===== src/rtl/inst_encoder.sv =====
// RV32I R/I-type instruction encoder with an output FIFO and address tagging.
// Optional INST_ENC_NOP_FILL_EN: illegal requests enqueue a NOP instead of being dropped.
module inst_encoder #(
  parameter int unsigned DEPTH     = 4,
  parameter logic [31:0] BASE_ADDR = 32'h0000_0000
) (
  input  logic                       clk,
  input  logic                       rst_n,
  input  logic                       clear,
  input  logic                       req_valid,
  output logic                       req_ready,
  input  logic [3:0]                 req_alu,
  input  logic                       req_use_imm,
  input  logic [4:0]                 req_rd,
  input  logic [4:0]                 req_rs1,
  input  logic [4:0]                 req_rs2,
  input  logic [31:0]                req_imm,
  output logic                       out_valid,
  input  logic                       out_ready,
  output logic [31:0]                out_inst,
  output logic [31:0]                out_addr,
  output logic                       err,
  output logic [$clog2(DEPTH):0]     count
);

  localparam int AW = $clog2(DEPTH);
  localparam int CW = AW + 1;
  localparam logic [CW-1:0] FULL = CW'(DEPTH);
  localparam logic [31:0] NOP = 32'h0000_0013;

  logic [31:0]   inst_mem_q [DEPTH];
  logic [31:0]   addr_mem_q [DEPTH];
  logic [AW-1:0] wr_ptr_q, wr_ptr_d;
  logic [AW-1:0] rd_ptr_q, rd_ptr_d;
  logic [CW-1:0] cnt_q, cnt_d;
  logic [31:0]   addr_q, addr_d;
  logic          err_q, err_d;

  logic [2:0]    f3;
  logic [6:0]    f7;
  logic [11:0]   field;
  logic          legal;
  logic          imm_ok;
  logic          sh_ok;
  logic [31:0]   word;
  logic          accept;
  logic          push;
  logic          pop;
  logic [31:0]   push_word;

  always_comb begin
    f3     = 3'd0;
    f7     = 7'd0;
    field  = req_imm[11:0];
    legal  = 1'b1;
    imm_ok = (&req_imm[31:11]) | ~(|req_imm[31:11]);
    sh_ok  = ~(|req_imm[31:5]);
    word   = NOP;
    if (!req_use_imm) begin
      unique case (req_alu)
        4'b0010: f3 = 3'd0;
        4'b0100: f7 = 7'h20;
        4'b0001: f3 = 3'd1;
        4'b0101: f3 = 3'd2;
        4'b0111: f3 = 3'd3;
        4'b0110: f3 = 3'd4;
        default: legal = 1'b0;
      endcase
      word = {f7, req_rs2, req_rs1, f3, req_rd, 7'h33};
    end else begin
      unique case (req_alu)
        4'b0010: legal = imm_ok;
        4'b0001: begin
          f3    = 3'd1;
          legal = sh_ok;
          field = {7'b0, req_imm[4:0]};
        end
        4'b0101: begin
          f3    = 3'd2;
          legal = imm_ok;
        end
        4'b0111: begin
          f3    = 3'd3;
          legal = imm_ok;
        end
        default: legal = 1'b0;
      endcase
      word = {field, req_rs1, f3, req_rd, 7'h13};
    end
  end

  assign req_ready = (cnt_q < FULL);
  assign out_valid = (cnt_q != '0);
  assign accept    = req_valid && req_ready && !clear;
  assign pop       = out_valid && out_ready && !clear;

`ifdef INST_ENC_NOP_FILL_EN
  assign push      = accept;
  assign push_word = legal ? word : NOP;
`else
  assign push      = accept && legal;
  assign push_word = word;
`endif

  always_comb begin
    wr_ptr_d = wr_ptr_q;
    rd_ptr_d = rd_ptr_q;
    cnt_d    = cnt_q;
    addr_d   = addr_q;
    err_d    = err_q;
    if (clear) begin
      wr_ptr_d = '0;
      rd_ptr_d = '0;
      cnt_d    = '0;
      addr_d   = BASE_ADDR;
      err_d    = 1'b0;
    end else begin
      if (push) begin
        wr_ptr_d = wr_ptr_q + AW'(1);
        addr_d   = addr_q + 32'd4;
      end
      if (pop) begin
        rd_ptr_d = rd_ptr_q + AW'(1);
      end
      if (accept && !legal) begin
        err_d = 1'b1;
      end
      unique case ({push, pop})
        2'b10:   cnt_d = cnt_q + CW'(1);
        2'b01:   cnt_d = cnt_q - CW'(1);
        default: cnt_d = cnt_q;
      endcase
    end
  end

  always_ff @(posedge clk or negedge rst_n) begin
    if (!rst_n) begin
      wr_ptr_q <= '0;
      rd_ptr_q <= '0;
      cnt_q    <= '0;
      addr_q   <= BASE_ADDR;
      err_q    <= 1'b0;
    end else begin
      wr_ptr_q <= wr_ptr_d;
      rd_ptr_q <= rd_ptr_d;
      cnt_q    <= cnt_d;
      addr_q   <= addr_d;
      err_q    <= err_d;
    end
  end

  // Word and address are stored side by side so the tag follows the word.
  always_ff @(posedge clk or negedge rst_n) begin
    if (!rst_n) begin
      for (int i = 0; i < int'(DEPTH); i++) begin
        inst_mem_q[i] <= '0;
        addr_mem_q[i] <= '0;
      end
    end else if (push) begin
      inst_mem_q[wr_ptr_q] <= push_word;
      addr_mem_q[wr_ptr_q] <= addr_q;
    end
  end

  assign out_inst = out_valid ? inst_mem_q[rd_ptr_q] : '0;
  assign out_addr = out_valid ? addr_mem_q[rd_ptr_q] : addr_q;
  assign err      = err_q;
  assign count    = cnt_q;

endmodule


===== config.mk =====
export PLATFORM = sky130hd
export DESIGN_NAME = inst_encoder
export DESIGN_NICKNAME = d
export VERILOG_FILES = /design/src/rtl/inst_encoder.sv
export SDC_FILE = /design/constraint.sdc
export NUM_CORES = 1
export LEC_CHECK = 0
export CAP_MARGIN = 40
export CORE_ASPECT_RATIO = 0.9
export CORE_MARGIN = 2
export CORE_UTILIZATION = 55
export DETAILED_ROUTE_END_ITERATION = 12
export HOLD_SLACK_MARGIN = 0.08
export PLACE_DENSITY = 0.86
export SYNTH_ARGS = -nofsm -noshare
export SYNTH_HDL_FRONTEND = slang
export SYNTH_SLANG_ARGS = --single-unit

===== constraint.sdc =====
create_clock -name clk -period 3.4 [get_ports clk]
set_input_delay 0.34 -clock clk [delete_from_list [all_inputs] [get_ports clk]]
set_output_delay 0.34 -clock clk [all_outputs]
set_load 0.03 [all_outputs]

==> flow_summary.json, run 1 <==
{
  "run_status": "complete, no violations",
  "coreArea_um2": 22500,
  "synth_edf_count": 0,
  "post_cts_resize_count": 0,
  "clock_latency_ps": 530,
  "die_y_um": 148,
  "grt_usage": 0.256,
  "seq_area_um2": 6660,
  "cts_buffers": 26,
  "ys_ff_latch": 266,
  "die_w_um": 164,
  "multiInputGateArea_um2": 5670,
  "synth_ff_type": "dfrtp_1",
  "cts_root_buf": "clkbuf_16",
  "ff2ff_path_depth": 7,
  "seqPwrFrac": 0.413,
  "routed_via_density": 6.11,
  "grt_max_degree": 94,
  "gp_congestion": 0.800,
  "drtAntennaViolNets": 0,
  "rsz0062_at_grt": "false",
  "power.leakage_nw": 6.81,
  "io_pins": 127,
  "cp-start-kind": "register",
  "endpoint_kind": "output pin",
  "cts.sinks": 266,
  "min_period_ps": 3260,
  "max-vdd-ir-drop_uv": 530,
  "pre_cts_slack_ps": 81.3,
  "power.total_mw": 8.51,
  "p_per_area_nw_per_um2": 559,
  "critical_path_class": "reg2out",
  "rows": 52,
  "instances_no_fill": 1428,
  "final_cell_mix": "dfrtp_1, mux2_2, clkdlybuf4s50_1",
  "drt_iter0_drc": 726,
  "vias": 8727,
  "postSynthCellCount": 1010,
  "syn2layout_area_growth_pct": 20.4,
  "path_clk_slew_ps": 70,
  "power.switching_mw": 2.49,
  "avgSynthCellArea_um2": 12.5,
  "ys_warn_count": 0,
  "drc": 0,
  "drive_above_1_share": 0.280,
  "antenna_found_initial": 0,
  "place_hpwl_um": 18600,
  "switching_share": 0.293,
  "finalHoldViolations": 0,
  "dieArea_um2": 24200,
  "async_flop_share": 1.00,
  "p_int_mw": 6.02,
  "n_fill_cell": 1594,
  "cts_tree": "done",
  "fin_util": 0.677,
  "drt_pass1_iterations": 6,
  "fin_nets": 1177,
  "hold_path.class": "in2async",
  "diodes": 0,
  "drt_wl_total_um": 29900,
  "cp_max_fo": 65,
  "max-cap-violations": 0,
  "p_clk_frac": 0.330,
  "worst_pin_slew_ps": 725,
  "placed_cells": 1381,
  "setup_tns_ps": 0,
  "slew_violations": 0,
  "layout_setup_ws_ps": 142,
  "cp.required_ps": 3060,
  "setup_violations": 0,
  "portBuffers": 121,
  "ys_types": 56,
  "initial_utilization": 0.562,
  "relSlewSlack": 0.517,
  "p_comb_frac": 0.257,
  "final_common_cell": "dfrtp_1",
  "grt_pass1_wl_um": 48900,
  "cts_buffer_depth": 3,
  "yosysSeqAreaShare": 0.526,
  "overflow": 0,
  "htreeDepth": 1,
  "fmax_mhz": 307,
  "synthesis.area_um2": 12700,
  "routed_wire_length_per_instance_um": 21.0,
  "arrival_ps": 2920,
  "finalCritPeriodShare": 0.958,
  "final.setup_skew_ps": 15.7,
  "grt_pass1_vias": 9361
}
-- flip-flops by register name, summed over array words and instances, names as in the netlist --
signal / count
addr_mem_q: 120
err: 1
addr_q: 30
count: 3
inst_mem_q: 108
wr_ptr_q: 2
rd_ptr_q: 2
-- cells in the mapped netlist, types with 2 or more instances --
cell	instances	area [um^2]
mux2i_1	8	80.1
nand3b_1	3	22.5
nand2_1	117	439
mux4_2	57	1280
o21a_1	4	30.0
nor2_1	19	71.3
clkbuf_1	70	263
buf_6	2	22.5
a31oi_1	3	18.8
a31o_2	4	35.0
ha_1	5	62.6
nor3_1	5	25.0
a21bo_2	2	20.0
o2111ai_1	6	52.6
mux2_2	165	1860
a21oi_1	19	95.1
a2111o_1	2	22.5
nand3_1	7	35.0
nand4_1	10	62.6
xor2_1	5	43.8
o31ai_1	11	82.6
or4_1	12	90.1
o21ai_0	94	470
buf_4	7	52.6
buf_1	9	33.8
nand2b_1	6	37.5
or3_1	4	25.0
o41ai_1	2	17.5
nor4_1	5	31.3
a2111oi_4	2	55.1
o311ai_0	2	17.5
inv_1	11	41.3
xnor2_1	5	43.8
dfrtp_1	266	6660
and2_1	31	194
and3_1	10	62.6
-- routing by layer --
layer,share of wire,vias up,wire length [um],track usage
li1,-,3870,-,-
met1,0.42,4513,12600,0.349
met2,0.50,283,15000,0.424
met3,0.057,61,1720,0.0469
met4,0.023,0,694,0.0728
met5,0,-,0,0
-- power groups by stage --
stage / sequential, mW / combinational (mW) / clock, mW
3_5_place_dp: 3.59 / 2.12 / 0
5_1_grt: 3.53 / 2.33 / 2.99
4_1_cts: 3.54 / 2.13 / 2.86
3_3_place_gp: 3.58 / 2.08 / 0
6_report: 3.51 / 2.19 / 2.81
2_1_floorplan: 3.49 / 1.40 / 0
-- path summary, 6_finish.rpt --
kind / endpoint / start / slack, ps
max: out_addr[6] / count[2] / 140
min: inst_mem_q[11] / rst_n / 430
max reg2reg: count[1] / count[2] / 550
min reg2reg: inst_mem_q[100] / inst_mem_q[100] / 470
max in group asynchronous: addr_mem_q[39] / rst_n / 2090
min in group clk: inst_mem_q[100] / inst_mem_q[100] / 470
-- metrics by stage --
step                instance area [um^2]  hold slack [ps]
finish                             15200              430
detailed placement                 14400              413
floorplan                          12700             44.4
global placement                   14400              406
global route                       15200              489
CTS                                15200              469
-- critical path, stage by stage, from the launching register on --
cell	delay (ps)
dfrtp_1	480
or3_2	540
buf_12	250
o21ai_0	350
clkdlybuf4s50_1	750
-- logic make-up after synthesis --
kind of cell / Yosys count / synth area share
adder cells (fa/ha/maj): 6 / 0.00653
XOR/XNOR: 11 / 0.00870
AND/OR/NAND/NOR: 236 / 0.0921
flip-flops: 266 / 0.526
other: 1 / 0.000296
multiplexers: 230 / 0.255
AO/OA/AOI/OAI: 161 / 0.0791
buffers and inverters: 99 / 0.0326
-- area by class of cell --
| type | instances | share of cell area |
|---|---|---|
| clock buffer | 42 | 0.0539 |
| clock inverter | 3 | 0.000985 |
| inverter | 11 | 0.00271 |
| multi-input combinational | 649 | 0.372 |
| sequential | 266 | 0.437 |
| tap | 297 | 0.0244 |
| timing repair buffer | 160 | 0.109 |
-- what timing repair did --
action | in CTS | in global routing
hold buffers | 1 | 0
endpoints found under the setup margin | 0 | 3
endpoints found under the hold margin | 88 | 0
buffers inserted | 0 | 1
No activity file was read; power rests on OpenSTA's default activity.
==> run 2: changes to the inputs <==
--- a/config.mk
+++ b/config.mk
@@ -5,10 +5,12 @@
 export SDC_FILE = /design/constraint.sdc
 export NUM_CORES = 1
 export LEC_CHECK = 0
+export ABC_AREA = 1
 export CAP_MARGIN = 40
 export CORE_ASPECT_RATIO = 0.9
-export CORE_MARGIN = 2
+export CORE_MARGIN = 3
 export CORE_UTILIZATION = 55
+export CTS_CLUSTER_SIZE = 14
 export DETAILED_ROUTE_END_ITERATION = 12
 export HOLD_SLACK_MARGIN = 0.08
 export PLACE_DENSITY = 0.86
==> run 2 against run 1 <==
- global-route usage up 2.1 points
- clock skew up 7.4 ps
- critical path depth up 2
- critical endpoint is now out_addr[29]
- highest routed layer unchanged
==> flow_summary.json, run 2 <==
{
  "hold_path.class": "in2reg",
  "p_comb_frac": 0.079,
  "setup_tns_ps": 0,
  "path_clk_slew_ps": 70,
  "die_y_um": 152,
  "arrival_ps": 2950,
  "relSlewSlack": 0.413,
  "setup_violations": 0,
  "ys_ff_latch": 266,
  "yosysTopAreaCell": "dfrtp_1",
  "final.setup_skew_ps": 23.1,
  "hp-start": "req_rs1[3]",
  "io_pins": 127,
  "grt_max_degree": 106,
  "portBuffers": 121,
  "top_register": "addr_mem_q",
  "multiInputGateArea_um2": 5420,
  "max-vdd-ir-drop_uv": 316,
  "yosysMostFrequentCell": "nand2_1",
  "ys_warn_count": 0,
  "grt_usage": 0.277,
  "holdPathStages": 3,
  "placed_cells": 1997,
  "finalHoldViolations": 0,
  "die_w_um": 168,
  "cts_root_buf": "clkbuf_16",
  "instances_no_fill": 2044,
  "cts_buffers": 26,
  "p_int_mw": 5.15,
  "p_clk_frac": 0.428,
  "worst_pin_slew_ps": 874,
  "worst_r2r_endpoint": "count[2]",
  "stdcell_area_um2": 15200,
  "cp.required_ps": 3060,
  "dieArea_um2": 25600,
  "vias": 11991,
  "drt_iter0_drc": 1264,
  "synth_edf_count": 0,
  "grt_pass1_vias": 11832,
  "power.total_mw": 6.76,
  "place_hpwl_um": 22200,
  "routed_via_density": 5.87,
  "avgSynthCellArea_um2": 7.86,
  "p_per_area_nw_per_um2": 444,
  "power.switching_mw": 1.61,
  "cts_buffer_depth": 3,
  "routed_wire_length_per_instance_um": 17.4,
  "endpoint_kind": "output pin",
  "slew_violations": 0,
  "drt_wl_total_um": 35600,
  "synth_top_area_share": 0.511,
  "grt_pass1_wl_um": 59500,
  "gp_congestion": 0.961,
  "switching_share": 0.238,
  "initial_utilization": 0.569,
  "synth_ff_type": "dfrtp_1",
  "layout_setup_ws_ps": 106,
  "finalCritPeriodShare": 0.969,
  "ff2ff_path_depth": 14,
  "seq_area_um2": 6660,
  "cts.sinks": 266,
  "clock_latency_ps": 540,
  "coreArea_um2": 22900,
  "drive_above_1_share": 0.0509,
  "rows": 52,
  "syn2layout_area_growth_pct": 16.8,
  "fmax_mhz": 304,
  "pre_cts_slack_ps": 379,
  "final_common_cell": "nand2_1",
  "r2r_setup_slack_ps": 730,
  "ys_types": 37,
  "cp_max_fo": 59,
  "run_status": "complete, no violations",
  "drc": 0,
  "max-cap-violations": 0,
  "largest_reg_flops": 120,
  "cp-start-kind": "register",
  "reg2reg_from": "count[2]",
  "min_period_ps": 3290,
  "critical_path_class": "reg2out",
  "fin_nets": 1792,
  "fin_util": 0.664,
  "postSynthCellCount": 1658,
  "synthesis.area_um2": 13000,
  "seqPwrFrac": 0.493,
  "synth_common_cells": "nand2_1, dfrtp_1, o21ai_0",
  "antenna_found_initial": 0,
  "htreeDepth": 1,
  "n_fill_cell": 1832,
  "async_flop_share": 1.00,
  "drt_pass1_iterations": 6,
  "drtAntennaViolNets": 0,
  "rsz0062_at_grt": "false",
  "hold_path_end": "inst_mem_q[18]",
  "power.leakage_nw": 6.84,
  "cts_tree": "done",
  "diodes": 0,
  "whs_ps": 438,
  "postPlaceCellArea_um2": 14300,
  "overflow": 0,
  "yosysSeqAreaShare": 0.511,
  "largestRegisters": "addr_mem_q: 120 flops, inst_mem_q: 108 flops, addr_q: 30 flops",
  "final_cell_mix": "nand2_1, dfrtp_1, o21ai_0",
  "synth_area_leaders": "dfrtp_1, nand2_1, o21ai_0"
}
[run 2: cell types whose count changed after synthesis, sizes merged, moves of 30 or more]
cell / change
nand2: +318
o21ai: +278
mux2: -165
nor2: +152
inv: +98
mux4: -57
a21oi: +42
o22ai: +30
[run 2: layer usage]
metal | global-route usage | part of all wire
met2 | 0.442 | 0.47
met1 | 0.391 | 0.42
met4 | 0.0993 | 0.033
met5 | 0 | 0
met3 | 0.0379 | 0.077
[run 2: what timing repair did]
| action | in CTS | in global routing |
|---|---|---|
| resized for setup | 0 | 4 |
| hold buffers | 1 | 0 |
| buffers inserted | 0 | 0 |
| endpoints found under the hold margin | 101 | 0 |
| setup endpoints to repair | 0 | 14 |
[run 2: worst max-delay path: stages (launching register included)]
cell,delay (ps)
dfrtp_2,360
buf_4,570
o21ai_0,220
o22ai_1,200
nand2_1,80
o21ai_0,180
clkdlybuf4s50_1,750
[run 2: logic make-up (layout without fill, tap and decap cells)]
kind of cell	after synthesis	in the layout	share of synthesized area
AND/OR/NAND/NOR	682	682	0.212
AO/OA/AOI/OAI	473	473	0.187
flip-flops	266	266	0.511
buffers and inverters	217	302	0.0748
XOR/XNOR	13	13	0.00874
adder cells (fa/ha/maj)	6	6	0.00634
other	1	5	0.000288
[run 2: how the worst max path moves through the flow]
stage                      from           end  slack, ps
floorplan              count[2]  out_addr[22]        880
global placement     req_alu[0]      count[2]        490
finish              rd_ptr_q[1]  out_addr[29]        110
detailed placement   req_alu[0]      count[2]        380
CTS                    count[0]  out_addr[17]        110
global route        rd_ptr_q[1]  out_addr[23]         30
[run 2: power by group through the flow]
stage / clock network (mW) / registers [mW] / logic, mW
3_3_place_gp: 0 / 3.38 / 0.507
2_1_floorplan: 0 / 3.37 / 0.291
5_1_grt: 3.06 / 3.34 / 0.598
6_report: 2.89 / 3.33 / 0.533
3_5_place_dp: 0 / 3.39 / 0.524
4_1_cts: 2.91 / 3.33 / 0.532
[run 2: cell type report]
class                      count  area share
clock inverter                 7     0.00420
tap                          297      0.0244
inverter                     111      0.0280
multi-input combinational   1179       0.356
timing repair buffer         145      0.0974
clock buffer                  39      0.0520
sequential                   266       0.438
==> run 3: changes to the inputs <==
--- a/config.mk
+++ b/config.mk
@@ -10,7 +10,6 @@
 export CORE_ASPECT_RATIO = 0.9
 export CORE_MARGIN = 3
 export CORE_UTILIZATION = 55
-export CTS_CLUSTER_SIZE = 14
 export DETAILED_ROUTE_END_ITERATION = 12
 export HOLD_SLACK_MARGIN = 0.08
 export PLACE_DENSITY = 0.86
==> run 3 against run 2 <==
- setup slack better by 47 ps
- non-clock buffer count unchanged
- clock-buffer cell count down 5
==> flow_summary.json, run 3 (synthesized netlist as in run 2, its figures left out) <==
{
  "run_status": "complete, no violations",
  "htreeDepth": 1,
  "coreArea_um2": 22900,
  "grt_pass1_vias": 11730,
  "cts_buffer_depth": 3,
  "setup_violations": 0,
  "hp-start": "req_rs1[3]",
  "die_w_um": 168,
  "path_depth": 6,
  "grt_pass1_wl_um": 59100,
  "cts_buffers": 26,
  "relSlewSlack": 0.440,
  "final_common_cell": "nand2_1",
  "grt_max_degree": 106,
  "diodes": 0,
  "syn2layout_area_growth_pct": 17.8,
  "antenna_found_initial": 0,
  "cp-start-kind": "register",
  "cp_max_fo": 50,
  "power.total_mw": 7.19,
  "n_fill_cell": 1831,
  "path_clk_slew_ps": 70,
  "hold_path.class": "in2reg",
  "largestRegisters": "addr_mem_q: 120 flops, inst_mem_q: 108 flops, addr_q: 30 flops",
  "arrival_ps": 2910,
  "path_cells": "buf_4 -> o21ai_0 -> o22ai_1 -> nand2_1 -> o21ai_0 -> clkdlybuf4s50_1",
  "setup_tns_ps": 0,
  "endpoint_kind": "output pin",
  "ff2ff_path_depth": 14,
  "cpMaxStageDelayCell": "clkdlybuf4s50_1",
  "fin_nets": 1792,
  "worst_r2r_endpoint": "count[2]",
  "postCtsSetupRepairBufs": 0,
  "worst_pin_slew_ps": 835,
  "critical_path_class": "reg2out",
  "cts.sinks": 266,
  "stdcell_area_um2": 15300,
  "cts_root_buf": "clkbuf_16",
  "largest_reg_flops": 120,
  "vias": 11978,
  "cts_tree": "done",
  "p_per_area_nw_per_um2": 468,
  "drt_pass1_iterations": 6,
  "max-vdd-ir-drop_uv": 345,
  "overflow": 0,
  "place_hpwl_um": 22200,
  "slew_violations": 0,
  "drive_above_1_share": 0.0532,
  "cp_num_buf_inv": 2,
  "drt_wl_total_um": 35300,
  "r2r_setup_slack_ps": 700,
  "drtAntennaViolNets": 0,
  "rows": 52,
  "drc": 0,
  "finalCritPeriodShare": 0.955,
  "reg2reg_from": "count[2]",
  "finalHoldViolations": 0,
  "gp_congestion": 0.961,
  "die_y_um": 152,
  "io_pins": 127,
  "rsz0062_at_grt": "false",
  "fmax_mhz": 308,
  "portBuffers": 121,
  "power.leakage_nw": 6.90,
  "max-cap-violations": 0,
  "cp.required_ps": 3060,
  "min_period_ps": 3250,
  "routed_via_density": 5.85,
  "dieArea_um2": 25600,
  "final_cell_mix": "nand2_1, dfrtp_1, o21ai_0",
  "cp_slowest_stage_delay_ps": 760,
  "cp-startpoint": "rd_ptr_q[0]",
  "drt_iter0_drc": 1310,
  "grt_usage": 0.274,
  "clock_latency_ps": 540,
  "cp_common_cell": "o21ai_0",
  "cp_top_family": "buffers and inverters",
  "endpoint": "out_addr[29]",
  "postPlaceCellArea_um2": 14300,
  "initial_utilization": 0.569,
  "final.setup_skew_ps": 19.3,
  "top_register": "addr_mem_q",
  "routed_wire_length_per_instance_um": 17.3
}
run 3: changes by cell type in the layout (fill, tap and decap cells not counted):
| cell | before | now |
|---|---|---|
| clkinvlp_4 | 0 | 1 |
| buf_4 | 15 | 16 |
| clkbuf_1 | 5 | 3 |
| clkbuf_8 | 7 | 4 |
| bufinv_16 | 1 | 7 |
| buf_6 | 2 | 1 |
run 3: worst min path at each step:
stage	to	slack [ps]	cells after the start
floorplan	addr_mem_q[100]	40	0
global placement	inst_mem_q[68]	440	2
detailed placement	inst_mem_q[68]	440	2
CTS	inst_mem_q[19]	430	3
global route	inst_mem_q[18]	450	3
finish	inst_mem_q[18]	440	3
run 3: layout make-up:
| class | instances | area [um^2] | share of cell area |
|---|---|---|---|
| multi-input combinational | 1179 | 5420 | 0.353 |
| inverter | 111 | 427 | 0.0278 |
| clock buffer | 34 | 742 | 0.0483 |
| tap | 297 | 372 | 0.0242 |
| clock inverter | 14 | 251 | 0.0164 |
| timing repair buffer | 145 | 1480 | 0.0963 |
| sequential | 266 | 6660 | 0.434 |
run 3: stage by stage:
stage	setup WS (ps)	utilization	cells	hold WS, ps
after floorplan	878	-	1662	44.4
after global placement	487	0.626	1997	437
after detailed placement	379	0.626	1997	443
after CTS	102	0.670	2046	432
after global routing	5.55	0.670	2046	448
final	152	0.670	2046	441
run 3: worst min-delay path: stages:
cell             delay [ps]
clkdlybuf4s50_1         410
inv_1                   100
o21ai_1                  70
run 3: per-layer routing:
| metal | vias up | wire [um] | GRT usage |
|---|---|---|---|
| met1 | 5724 | 15000 | 0.395 |
| li1 | 5594 | - | - |
| met3 | 80 | 2800 | 0.0338 |
| met2 | 580 | 16400 | 0.436 |
| met4 | 0 | 1030 | 0.0900 |
| met5 | - | 0 | 0 |
run 3: repair_timing:
item / 4_1_cts / 5_1_grt
hold endpoints to repair: 101 / 0
setup endpoints to repair: 0 / 14
hold buffers: 1 / 0
gates resized for setup: 0 / 3
run 3: where the power goes:
group | internal (mW) | switching (mW)
registers | 3.27 | 0.0557
clock network | 2.07 | 1.26
logic | 0.195 | 0.337
